## src/rtl/register_pkg.sv

```systemverilog
// Shared definitions for the general-purpose storage register:
// default width and the operation decoded from the e/l/w controls.
package register_pkg;

  localparam int REG_WIDTH_DEFAULT = 32;

  typedef enum logic [1:0] {
    OP_HOLD = 2'd0,
    OP_LOAD = 2'd1,
    OP_SHL  = 2'd2,
    OP_ROL  = 2'd3
  } reg_op_e;

  // Enable dominates; load dominates the shift/rotate selection.
  function automatic reg_op_e decode_op(input logic e, input logic l, input logic w);
    reg_op_e op;
    if (!e) begin
      op = OP_HOLD;
    end else if (l) begin
      op = OP_LOAD;
    end else if (w) begin
      op = OP_ROL;
    end else begin
      op = OP_SHL;
    end
    return op;
  endfunction

endpackage

```

## src/rtl/register.sv

```systemverilog
// Holdable, loadable word with in-place one-bit shift-left / rotate-left.
// q is driven straight from the state flops.
module register
  import register_pkg::*;
#(
  parameter int WIDTH = REG_WIDTH_DEFAULT
) (
  input  logic             clk,
  input  logic             rst_n,
  input  logic [WIDTH-1:0] r,
  input  logic             l,
  input  logic             e,
  input  logic             w,
  output logic [WIDTH-1:0] q
);

  logic [WIDTH-1:0] q_reg;
  logic [WIDTH-1:0] q_next;
  logic [WIDTH-1:0] shifted;
  reg_op_e          op;

  // Bit 0 receives the old MSB on rotate and zero on a logical shift.
  generate
    for (genvar gi = 0; gi < WIDTH; gi++) begin : g_shift
      if (gi == 0) begin : g_lsb
        assign shifted[gi] = w & q_reg[WIDTH-1];
      end else begin : g_upper
        assign shifted[gi] = q_reg[gi-1];
      end
    end
  endgenerate

  always_comb begin
    q_next = q_reg;
    op     = decode_op(e, l, w);
    case (op)
      OP_LOAD: q_next = r;
      OP_SHL,
      OP_ROL:  q_next = shifted;
      default: q_next = q_reg;
    endcase
  end

  always_ff @(posedge clk) begin
    if (!rst_n) begin
      q_reg <= '0;
    end else begin
      q_reg <= q_next;
    end
  end

  assign q = q_reg;

  a_enable_known: assert property (@(posedge clk) rst_n |-> !$isunknown(e));

endmodule

```

## config.mk

```make
export PLATFORM = sky130hd
export DESIGN_NAME = register
export DESIGN_NICKNAME = d
export VERILOG_FILES = /design/src/rtl/register_pkg.sv /design/src/rtl/register.sv
export SDC_FILE = /design/constraint.sdc
export NUM_CORES = 1
export LEC_CHECK = 0
export ABC_AREA = 1
export BUFFER_PORTS_ARGS = -buffer_cell sky130_fd_sc_hd__buf_2
export CAP_MARGIN = 10
export CORE_UTILIZATION = 48
export CTS_BUF_LIST = sky130_fd_sc_hd__clkbuf_8 sky130_fd_sc_hd__clkbuf_16
export DETAILED_ROUTE_END_ITERATION = 16
export GPL_TIMING_DRIVEN = 0
export PLACE_DENSITY = 0.91
export SLEW_MARGIN = 20
export SYNTH_ARGS = -nofsm -noshare
export SYNTH_HDL_FRONTEND = slang
export SYNTH_SLANG_ARGS = --single-unit
export TNS_END_PERCENT = 10
```

## constraint.sdc

```tcl
create_clock -name clk -period 1 [get_ports clk]
set_input_delay 0.2 -clock clk [delete_from_list [all_inputs] [get_ports clk]]
set_output_delay 0.2 -clock clk [all_outputs]
set_load 0.05 [all_outputs]
```

==> flow_metrics.tcl <==
set metrics [dict create \
    worst-slew-pin-transition_ps 204.1 \
    grt_first_pass_wirelength_um 7776 \
    synthCells 273 \
    hold_viol_final 0 \
    drv_slew 0 \
    largest_reg_flops 32 \
    grt.overflow.total 0 \
    ctsHoldBuffers 0 \
    drt.antenna.violating_nets 0 \
    clock.fmax_ghz 0.9891 \
    endpoint "q[7]" \
    startpoint "q[7]" \
    cts_buffer_depth 2 \
    cap_viol_max_count 0 \
    route.detailed.drc 0 \
    ys.warnings.count 0 \
    clock_skew_ps 3.575 \
    cp_slowest_cell "dfxtp_2" \
    drt-met1-wl_um 1927 \
    p_per_area_nw_per_um2 1351 \
    min_period_ps 1011 \
    viasPerCell 4.665 \
    first_iter_violations 99 \
    grt.total_usage_pct 25.00 \
    tns_ps -11.73 \
    nNetsFinal 387 \
    status "finished, violations left" \
    worstSetupEndpointType "output pin" \
    fin_area_um2 2678 \
    die_h_um 62.65 \
    setup.worst_path.start_class "flop" \
    cts.clk_slew.worst_paths_ps 70 \
    hp-class "input port to flop" \
    vias 1852 \
    place.gp.congestion 0.7753 \
    grt_pass1_vias 1840 \
    r2r_setup_slack_ps 190 \
    detail_route.wl_per_cell_um 11.65 \
    vdd_drop_max_uv 831.2 \
    worst-path-buf-inv 1 \
    wl_met3_um 189 \
    violations "setup timing" \
    diodes 0 \
    critPathTopFamily "flip-flops" \
    antenna_found_initial 0 \
    path_cells "buf_8" \
    h-tree-depth 2 \
    synth_area_um2 1765 \
    path_depth 1 \
    critical_path_class "flop to output pin" \
    drt-total-wl_um 4626 \
    cp_data_arrival_time_ps 810 \
    setup_ws_ps -11.04 \
    synth_cell_types 16 \
    yosysSeqAreaShare_pct 36.29 \
    die_area_um2 3924 \
    root_buffer "clkbuf_8" \
    drive_above_1_share_pct 40.74 \
    slowest_delay_ps 370 \
    reg2reg_from "q[12]" \
    hold_depth 3 \
    dpl_cell_area_um2 2153 \
    coreArea_um2 3442 \
    regToRegEndpoint "q[12]" \
    syn_to_final_growth_pct 51.67 \
    post-route-util_pct 77.79 \
    die_w_um 62.65 \
    highest-signal-layer "met4" \
    rsz0062_at_grt "true" \
    cts_num_sinks 32 \
    setup_viol 2 \
    r2r_cells 5 \
    finalPower_mw 3.619 \
    ys_ff_latch 32 \
    cts_tree "done" \
    rows 21 \
    dp_hpwl_um 2938 \
    firstDrtPassIters 4 \
    met2_wirelength_um 2415 \
    clk_latency_ps 290 \
    p_leak_nw 1.474 \
    syn_nets 310 \
    start_util_pct 51.29 \
    relSlewSlack_pct 86.40 \
    critPathRequiredTime_ps 800 \
    grt_max_degree 11 \
    io_pins 69 \
    port_buffers 66 \
    cts_buffers 5 \
    crit_fanout 3 \
    syn_avg_cell_area_um2 6.467 \
    finalCritPeriodShare_pct 101.1 \
]
## cells in the mapped netlist
cell	number	area share, %
a21oi_1	2	0.57
buf_12	1	1.1
buf_2	3	0.85
buf_4	2	0.85
buf_6	8	5.1
buf_8	1	0.85
clkbuf_8	2	1.6
dfxtp_1	32	36
inv_1	33	7.0
inv_8	1	0.64
nand2_1	83	18
nand2_2	10	3.5
nand3_1	27	7.7
nand3_2	5	2.8
nor2_1	62	13
o21ai_0	1	0.28
## report_power, final
part           leakage, nW  total [mW]  internal [mW]  switching [mW]
combinational         1.14        1.12          0.482           0.634
sequential           0.281        1.47           1.36           0.108
clock               0.0510        1.03          0.549           0.481
## worst min-delay path by stage
| stage | start | end |
|---|---|---|
| floorplan | rst_n | q[0] |
| global placement | rst_n | q[0] |
| detailed placement | rst_n | q[0] |
| CTS | rst_n | q[0] |
| global route | rst_n | q[0] |
| finish | rst_n | q[0] |
## area by class of cell
type                       count  area (µm²)
tap                           46       57.56
fill                         254       764.5
inverter                      34       135.1
timing repair buffer          70       676.9
clock buffer                   6       82.58
sequential                    32       725.7
buffer                        17       182.7
clock inverter                 2       10.01
multi-input combinational    190       807.0
## what timing repair did
| action | 4_1_cts | 5_1_grt |
|---|---|---|
| setup endpoints to repair | 32 | 31 |
| buffers inserted | 1 | 3 |
| gates resized for setup | 118 | 27 |
## metal layers
layer	vias up	track usage [%]
li1	961	-
met1	822	27.24
met2	61	45.92
met3	8	4.197
met4	0	12.79
met5	-	0
## metrics by stage
step	setup slack [ps]	std cells	hold slack [ps]
after floorplan	24.86	273	338.4
after global placement	82.61	385	454.0
after detailed placement	73.04	385	463.0
after CTS	-8.598	394	152.5
after global routing	-27.93	397	160.0
final	-11.04	397	160.2
## cells in the final DEF, fill, tap and decap left out, drive strengths merged
master,instances
a21oi,2
buf,85
clkbuf,8
clkinv,2
dfxtp,32
inv,34
nand2,93
nand3,32
nor2,62
o21ai,1
## kinds of logic (layout without fill, tap and decap cells)
| kind of cell | after synthesis | after routing | share of synthesized area [%] |
|---|---|---|---|
| AO/OA/AOI/OAI | 3 | 3 | 0.8502 |
| AND/OR/NAND/NOR | 187 | 187 | 44.86 |
| buffers and inverters | 51 | 129 | 18.00 |
| flip-flops | 32 | 32 | 36.29 |
Note: power is estimated with default switching activity, not from simulation.
